==> src/rtl/mdu_pkg.sv <==
`default_nettype none
// ============================================================================
// Module   : mdu_pkg
// Brief    : Operation and state encodings shared by the multiply/divide unit.
// Revision : 1.0 - initial release
// ============================================================================
package mdu_pkg;

    localparam logic [1:0] OP_MULT   = 2'b00;
    localparam logic [1:0] OP_MULTU  = 2'b01;
    localparam logic [1:0] OP_DIV    = 2'b10;
    localparam logic [1:0] OP_DIVU   = 2'b11;

    localparam logic [1:0] ST_IDLE   = 2'd0;
    localparam logic [1:0] ST_CALC   = 2'd1;
    localparam logic [1:0] ST_FINISH = 2'd2;
    localparam logic [1:0] ST_DONE   = 2'd3;

    function automatic logic op_is_signed(input logic [1:0] op);
        return ~op[0];
    endfunction

    function automatic logic op_is_div(input logic [1:0] op);
        return op[1];
    endfunction

endpackage
`default_nettype wire

==> src/rtl/mdu_signfix.sv <==
`default_nettype none
// ============================================================================
// Module   : mdu_signfix
// Brief    : Combinational conditional two's-complement negate (abs / sign fix).
// Revision : 1.0 - initial release
// ============================================================================
module mdu_signfix #(
    parameter int W = 32
) (
    input  logic [W-1:0] i_val,
    input  logic         i_neg,
    output logic [W-1:0] o_res
);

    assign o_res = i_neg ? ((~i_val) + W'(1)) : i_val;

endmodule
`default_nettype wire

==> src/rtl/mult_div_unit.sv <==
`default_nettype none
// ============================================================================
// Module   : mult_div_unit
// Brief    : Iterative HI/LO multiply/divide engine; define MDU_EARLY_OUT_EN
//            to let multiplies leave CALC once the multiplier is exhausted.
// Revision : 1.0 - initial release
// ============================================================================
module mult_div_unit
    import mdu_pkg::*;
#(
    parameter int WIDTH = 32
) (
    input  logic             clk,
    input  logic             reset,
    input  logic             start,
    input  logic [1:0]       op,
    input  logic [WIDTH-1:0] a,
    input  logic [WIDTH-1:0] b,
    output logic             busy,
    output logic             done,
    output logic             div0,
    output logic [WIDTH-1:0] hi,
    output logic [WIDTH-1:0] lo
);

    localparam int            CW       = $clog2(WIDTH);
    localparam logic [CW-1:0] CNT_LAST = CW'(WIDTH - 1);

    logic [1:0]         state_q, state_d;
    logic [1:0]         op_q, op_d;
    logic [CW-1:0]      cnt_q, cnt_d;
    logic [2*WIDTH-1:0] acc_q, acc_d;
    logic [2*WIDTH-1:0] mcand_q, mcand_d;
    logic [WIDTH-1:0]   mb_q, mb_d;
    logic               neg_q, neg_d;
    logic               nega_q, nega_d;
    logic [WIDTH-1:0]   hi_q, hi_d;
    logic [WIDTH-1:0]   lo_q, lo_d;
    logic               div0_q, div0_d;

    logic               w_a_neg, w_b_neg;
    logic [WIDTH-1:0]   w_mag_a, w_mag_b;
    logic [2*WIDTH-1:0] w_prod;
    logic [WIDTH-1:0]   w_quot, w_rem;
    logic [WIDTH:0]     w_diff;
    logic               w_accept, w_start_div0, w_calc_last;

    assign w_a_neg = op_is_signed(op) & a[WIDTH-1];
    assign w_b_neg = op_is_signed(op) & b[WIDTH-1];

    mdu_signfix #(.W(WIDTH))   u_abs_a    (.i_val(a),                    .i_neg(w_a_neg), .o_res(w_mag_a));
    mdu_signfix #(.W(WIDTH))   u_abs_b    (.i_val(b),                    .i_neg(w_b_neg), .o_res(w_mag_b));
    mdu_signfix #(.W(2*WIDTH)) u_fix_prod (.i_val(acc_q),                .i_neg(neg_q),   .o_res(w_prod));
    mdu_signfix #(.W(WIDTH))   u_fix_quot (.i_val(acc_q[WIDTH-1:0]),     .i_neg(neg_q),   .o_res(w_quot));
    mdu_signfix #(.W(WIDTH))   u_fix_rem  (.i_val(acc_q[2*WIDTH-1:WIDTH]), .i_neg(nega_q), .o_res(w_rem));

    assign w_accept     = start && ((state_q == ST_IDLE) || (state_q == ST_DONE));
    assign w_start_div0 = op_is_div(op) && (b == '0);

    // Restoring-divide trial: shifted partial remainder minus divisor.
    assign w_diff = acc_q[2*WIDTH-1:WIDTH-1] - {1'b0, mb_q};

`ifdef MDU_EARLY_OUT_EN
    assign w_calc_last = (cnt_q == CNT_LAST) ||
                         (!op_is_div(op_q) && (mb_q[WIDTH-1:1] == '0));
`else
    assign w_calc_last = (cnt_q == CNT_LAST);
`endif

    always_ff @(posedge clk or negedge reset) begin
        if (!reset) begin
            state_q <= ST_IDLE;
            op_q    <= '0;
            cnt_q   <= '0;
            acc_q   <= '0;
            mcand_q <= '0;
            mb_q    <= '0;
            neg_q   <= 1'b0;
            nega_q  <= 1'b0;
            hi_q    <= '0;
            lo_q    <= '0;
            div0_q  <= 1'b0;
        end else begin
            state_q <= state_d;
            op_q    <= op_d;
            cnt_q   <= cnt_d;
            acc_q   <= acc_d;
            mcand_q <= mcand_d;
            mb_q    <= mb_d;
            neg_q   <= neg_d;
            nega_q  <= nega_d;
            hi_q    <= hi_d;
            lo_q    <= lo_d;
            div0_q  <= div0_d;
        end
    end

    always_comb begin
        state_d = state_q;
        case (state_q)
            ST_IDLE, ST_DONE: begin
                if (start) state_d = w_start_div0 ? ST_DONE : ST_CALC;
                else       state_d = ST_IDLE;
            end
            ST_CALC:   if (w_calc_last) state_d = ST_FINISH;
            ST_FINISH: state_d = ST_DONE;
            default:   state_d = ST_IDLE;
        endcase
    end

    always_comb begin
        op_d    = op_q;
        cnt_d   = cnt_q;
        acc_d   = acc_q;
        mcand_d = mcand_q;
        mb_d    = mb_q;
        neg_d   = neg_q;
        nega_d  = nega_q;
        hi_d    = hi_q;
        lo_d    = lo_q;
        div0_d  = 1'b0;
        if (w_accept) begin
            if (w_start_div0) begin
                div0_d = 1'b1;
            end else begin
                op_d    = op;
                cnt_d   = '0;
                acc_d   = op_is_div(op) ? {{WIDTH{1'b0}}, w_mag_a} : '0;
                mcand_d = {{WIDTH{1'b0}}, w_mag_a};
                mb_d    = w_mag_b;
                neg_d   = w_a_neg ^ w_b_neg;
                nega_d  = w_a_neg;
            end
        end else if (state_q == ST_CALC) begin
            cnt_d = cnt_q + CW'(1);
            if (op_is_div(op_q)) begin
                // acc holds {remainder, dividend bits being replaced by quotient bits}
                acc_d = w_diff[WIDTH] ? {acc_q[2*WIDTH-2:0], 1'b0}
                                      : {w_diff[WIDTH-1:0], acc_q[WIDTH-2:0], 1'b1};
            end else begin
                acc_d   = acc_q + (mb_q[0] ? mcand_q : '0);
                mcand_d = {mcand_q[2*WIDTH-2:0], 1'b0};
                mb_d    = {1'b0, mb_q[WIDTH-1:1]};
            end
        end else if (state_q == ST_FINISH) begin
            if (op_is_div(op_q)) begin
                hi_d = w_rem;
                lo_d = w_quot;
            end else begin
                hi_d = w_prod[2*WIDTH-1:WIDTH];
                lo_d = w_prod[WIDTH-1:0];
            end
        end
    end

    always_comb begin
        busy = (state_q == ST_CALC) || (state_q == ST_FINISH);
        done = (state_q == ST_DONE);
    end

    assign div0 = div0_q;
    assign hi   = hi_q;
    assign lo   = lo_q;

endmodule
`default_nettype wire
==> config.mk <==
export PLATFORM = sky130hd
export DESIGN_NAME = mult_div_unit
export DESIGN_NICKNAME = d
export VERILOG_FILES = /design/src/rtl/mdu_pkg.sv /design/src/rtl/mdu_signfix.sv /design/src/rtl/mult_div_unit.sv
export SDC_FILE = /design/constraint.sdc
export NUM_CORES = 1
export LEC_CHECK = 0
export CAP_MARGIN = 5
export CORE_ASPECT_RATIO = 0.7
export CORE_MARGIN = 2
export CORE_UTILIZATION = 45
export CTS_BUF_LIST = sky130_fd_sc_hd__clkbuf_16
export CTS_CLUSTER_DIAMETER = 150
export DETAILED_ROUTE_END_ITERATION = 16
export MAX_ROUTING_LAYER = met4
export PLACE_DENSITY = 0.61
export SYNTH_ARGS = -nofsm -noshare
export SYNTH_HDL_FRONTEND = slang
export SYNTH_SLANG_ARGS = --single-unit
==> constraint.sdc <==
create_clock -name clk -period 7.3 [get_ports clk]
set_input_delay 1.46 -clock clk [delete_from_list [all_inputs] [get_ports clk]]
set_output_delay 1.46 -clock clk [all_outputs]
set_load 0.03 [all_outputs]
* Word-level counts from Yosys, hierarchy flattened
Cells that the tools add are included.
** Cells by class
- Add/sub/neg operators :: 8
- Multipliers :: 0
- Divide/modulo/power cells :: 0
- Order comparisons :: 0
- Equality and inequality tests :: 7
- Shift-type cells :: 0
- Multiplexer cells :: 31
- Bitwise logic cells :: 12
- Reduce and logical (&&, ||, !) cells :: 12
** Operators with widths (number)
- 64-bit 2-to-1 mux :: 11
- 32-bit 2-to-1 mux :: 11
- 32-bit by 1-bit adder with 32-bit output, second input constant :: 4
- 32-bit NOT :: 4
- 64-bit by 1-bit adder with 64-bit output, second input constant :: 1
- 64-bit adder :: 1
- 64-bit NOT :: 1
- 33-bit by 32-bit subtractor with 33-bit output :: 1
- 32-bit logical NOT :: 1
- 5-bit 2-to-1 mux :: 3
- 2-bit 2-to-1 mux :: 3
- 2-bit case mux with 3 select lines :: 1
- 3-bit AND reduction :: 2
- 5-bit by 1-bit adder with 5-bit output, second input constant :: 1
- 5-bit equality test, second input constant :: 1
- 2-bit equality test, second input constant :: 2
- 2-bit inequality test, second input constant :: 2
- 1-bit NOT :: 4
- 2-bit AND reduction :: 2
- 1-bit AND :: 2
- 2-bit by 1-bit equality test with 1-bit output, second input constant :: 1
- 1-bit logical AND :: 2
- 2-bit logical NOT :: 1
- 1-bit logical OR :: 2
- 5 further kinds :: 6
** Word-level totals
- Register bits after elaboration :: 236
- Bits in latches :: 0
- RAM bits :: 0
- Bits in read-only memories :: 0
- Input bits :: 69
- Output and inout port bits :: 67
- Logic and storage cells :: 81
- Memories kept :: 0

* Logic depth before layout (Yosys ltp)
- Depth in word-level cells :: 6
- Gate-level depth with buffers :: 16

* By module
Synthesis repeated with hierarchy kept, for this count alone.
** Second synthesis, totals
- Cells, all modules :: 2674
- Area, all modules :: 21794.7 um2
** By module, submodules not included
- mult_div_unit :: times used 1, cells each 2072, area each 17037.6 um2, seq. area each 5880.6 um2
- mdu_signfix at u_abs_a ... :: times used 4, cells each 99, area each 777.0 um2, seq. area each 0.0 um2
- mdu_signfix at u_fix_prod :: times used 1, cells each 206, area each 1649.1 um2, seq. area each 0.0 um2

* Least setup slack after synthesis
Ideal clock, no wire load.
- Path kind :: input to register
- Start point :: in b[6]
- End point :: reg acc_q[30]
- Arrival :: 3992 ps
- Required time :: 7171 ps
- Path slack :: 3179 ps
- Cell stages on the path :: 11
- Buffers on the path :: 2
- Cell sequence :: or4_1 > nor4_2 > nand2_1 > or2_2 > or4_1 > nand2_2 > nand2_1 > buf_2 > buf_2 > o21ai_0 > o21ai_0
** On the way
- Cells in the longest elaborated chain, start to end :: 4
** RTL lines
- start: declaration :: RTL line mult_div_unit.sv:18 : input logic [WIDTH-1:0] b,
- 32-bit logical NOT :: RTL line mult_div_unit.sv:58 : assign w_start_div0 = op_is_div(op) && (b == '0);
- 1-bit logical AND :: RTL line mult_div_unit.sv:58
- 2-bit inequality test (no line)
- 2-bit AND reduction (no line)
- end signal: assignment :: RTL line mult_div_unit.sv:75 : acc_q <= '0;
- end signal: assignment :: RTL line mult_div_unit.sv:87 : acc_q <= acc_d;
- end: declaration :: RTL line mult_div_unit.sv:32 : logic [2*WIDTH-1:0] acc_q, acc_d;
Every way passes these cells.
A chain may end at the register's enable or synchronous reset.

* Final worst setup path
- Start point :: in b[6]
- End point :: reg acc_q[15]
The elaborated chain is that of the path after synthesis.

==> impl_results.md <==
* Status: complete, no violations
* # DRC at 0
* FMAX at 193.4 MHz
* Vias at 18760
* Die W at 251.3 um
* CTS tree: done
* Pins over their slew limit at 0
* Post-route minimum period at 5170 ps
* P_int at 4.511 mW
* Unrepaired setup endpoints after global routing: false
* Critical Path Source Type: input port
* Relative slew slack at 0.2510
* Seq pwr share at 0.247
* Setup violations, final at 0
* Initial Util at 0.4552
* Synth Area in Simple Gates at 0.2053
* Design Area, Final at 21800 um^2
* Diodes inserted at 0
* Sequential cell area at 5882 um^2
* Post-route antenna net violation count at 0
* Tcrit/Tclk final at 0.7082
* Initial antenna violation count at 0
* Cts bufs inserted at 27
* Starting DRT DRC Count at 1864
* Cell Area, Synth at 19270 um^2
* Cts repair resizes at 0
* CP cell instances: clkdlybuf4s50_1 > or4_1 > nor4_2 > nand2_1 > or2_2 > or4_1 > nand2_2 > nand2_1 > buf_4 > and2_0 > a22o_1
* First-pass GRT wire length at 103600 um
* Grt total ovfl at 0
* Largest family of logic cells by synthesized area: compound AO/OA/AOI/OAI gates
* Post-Synthesis Cells at 2482
* Die H at 177.1 um
* Post-DP HPWL at 51760 um
* Placeable Area at 42330 um^2
* Warnings from Yosys at 0
* GRT Total Usage at 0.3072
* Setup_tns at 0 ps
* Slowest-stage cell, CP: or4_1
* Skew-Pair Late Insertion Delay at 570 ps
* Crit-path max cell delay at 640 ps
* Number of synthesized flops with an enable pin at 0
* Drt via density at 6.048
* Clk pin slew, worst setup/hold paths at 60 ps
* # rows at 63
* Layout Skew at 17.78 ps
* Mux contribution to synthesized area at 0.01695
* Syn_area_per_cell at 7.763 um^2
* Leading post-synthesis cells by cell area: dfrtp_1 (31%), o21ai_0 (7.3%), nand2_1 (7.1%)
* Wire per inst at 21.65 um
* Synth Area in Compound Gates at 0.2620
* Clock Path Buffers at 3
* Root buffer cell: clkbuf_16
* Vias in the first global route at 17010
* Req. time, crit path at 7760 ps
* CP arrival at 5630 ps
* Fraction of registers with async set/reset at 1.000
* Largest net degree at the start of global routing at 162
* Final Hold Fails at 0
* Final net count at 2706
* Layout area overhead at 13.12%
* Leading cell type by number of instances after synthesis: nand2_1
* Clock Sinks at 235
* DRT Wirelength at 67150 um
* Synthesized-area fraction occupied by adder cells at 0.06961
* Net switching fraction of the power at 0.5141
* Sw power at 4.773 mW
* Full die area at 44520 um^2
* Area leader, netlist: dfrtp_1
* PD cells at 425.9 nW/um^2
* Post-synthesis xor/xnor area fraction at 0.09227
* # hold bufs at CTS at 0
* Clock power share at 0.140
* Critical Path Fanout Max at 26
* I/O Buffers at 135
* Post-place instance area at 20990 um^2
* Worst-Margin Slew at 1121 ps
* Crit Path Category: input port to register
* Area occupied by multi-input gates at 12490 um^2
* Cell variety after synth at 81
* Worst Hold Class: register to register
* Seq/Total Area, Yosys at 0.3052
* # fillers at 4108
* Top FF cell, synth: dfrtp_1
* Layout cells sized above 1 at 0.04510
* Max H-tree Level at 1
* Yosys top cell area share at 0.3052
* Routability cong. at 0.9368
* Maxcap violations at 0
* Gate power share at 0.613
* Pleak at 9.368 nW
* I/O pins at 136
* Register bit total from synthesis at 235
* Syn nets at 2657
* DRT Pass-1 Iters at 5
* Post-CTS Setup Bufs at 0
* CP endpoint kind: register
* Peak supply drop at 450.8 uV
* Synth top cells by count: nand2_1 (367), o21ai_0 (281), dfrtp_1 (235)
## layout by cell type (no fill, tap or decap), types with 20 or more instances in the layout
| cell type | n |
|---|---|
| o21ai_0 | 281 |
| clkbuf_16 | 27 |
| xor2_1 | 98 |
| a31oi_1 | 27 |
| inv_1 | 83 |
| and2_1 | 70 |
| a211oi_1 | 24 |
| nor3_1 | 35 |
| a21oi_1 | 213 |
| xnor2_1 | 104 |
| ha_1 | 104 |
| buf_4 | 34 |
| o221ai_1 | 20 |
| o211ai_1 | 42 |
| o31ai_1 | 20 |
| nor4_1 | 21 |
| nand3_1 | 38 |
| dfrtp_1 | 234 |
| a21o_1 | 55 |
| a22oi_1 | 21 |
| nand2_1 | 364 |
| o21a_1 | 28 |
| clkdlybuf4s50_1 | 134 |
| nor2_1 | 179 |
| mux2i_1 | 27 |
## path summary, 6_finish.rpt
kind                                      endpoint  slack [ps]  cells after the start           startpoint
min in group asynchronous  mcand_q[19]$_DFFE_PN0P_         860                      1                reset
setup / recovery             acc_q[15]$_DFFE_PN0P_        2130                     11                 b[6]
hold / removal                  hi[18]$_DFFE_PN0P_         480                      2   hi[18]$_DFFE_PN0P_
hold reg to reg                 hi[18]$_DFFE_PN0P_         480                      2   hi[18]$_DFFE_PN0P_
setup reg to reg             acc_q[55]$_DFFE_PN0P_        2510                     15  mb_q[0]$_DFFE_PN0P_
max in group asynchronous      op_q[1]$_DFFE_PN0P_        5120                      2                reset
## area by class of cell
cell class | instances | area share
Inverter | 77 | 0.01326
Clock buffer | 27 | 0.03100
Tap cell | 552 | 0.03169
Timing Repair Buffer | 170 | 0.07485
Clock inverter | 21 | 0.006142
Sequential cell | 235 | 0.2698
Multi-Input combinational cell | 2020 | 0.5732
## logic make-up after synthesis
| family | count (synthesis) |
|---|---|
| buffers and inverters | 227 |
| flip-flops | 235 |
| adder cells (fa/ha/maj) | 106 |
| XOR/XNOR | 203 |
| multiplexers | 32 |
| AO/OA/AOI/OAI | 828 |
| AND/OR/NAND/NOR | 851 |
## power by group through the flow
stage	Clock (mW)	Sequential [mW]	Combinational [mW]
finish	1.30	2.30	5.69
CTS	1.32	2.28	5.63
floorplan	0	2.39	3.74
detailed placement	0	2.30	5.61
global route	1.37	2.36	6.27
global placement	0	2.28	5.55
## worst max-delay path: cells and delay by family
kind	cells	cell delay, ps
AO/OA/AOI/OAI	1	190
buffers and inverters	2	960
AND/OR/NAND/NOR	8	3000
## metrics by stage
step           hold WS [ps]  total power, mW  instances  worst slack (ps)    util
6_report              475.7            9.284       3102              2130  0.5149
5_1_grt               502.1            9.993       3102              1815  0.5149
4_1_cts               481.8            9.225       3102              2211  0.5149
3_5_place_dp          468.5            7.905       3054              1609  0.4958
3_3_place_gp          461.1            7.836       3054              1679  0.4958
2_1_floorplan         463.1            6.133       2482              3179       -
## flip-flops by register name, indices dropped and copies added, names as in the netlist, 2 cells and up
name	flops
lo	32
mb_q	32
mcand_q	64
hi	32
acc_q	64
state_q	2
cnt_q	5
## layer usage
layer	track usage	up-vias	wire length [um]
met5	-	-	0
met4	0.03695	0	660
met3	0.07132	47	6510
met2	0.3772	683	24520
met1	0.5005	9087	35460
li1	-	8944	-
(Power assumes the default switching activity.)
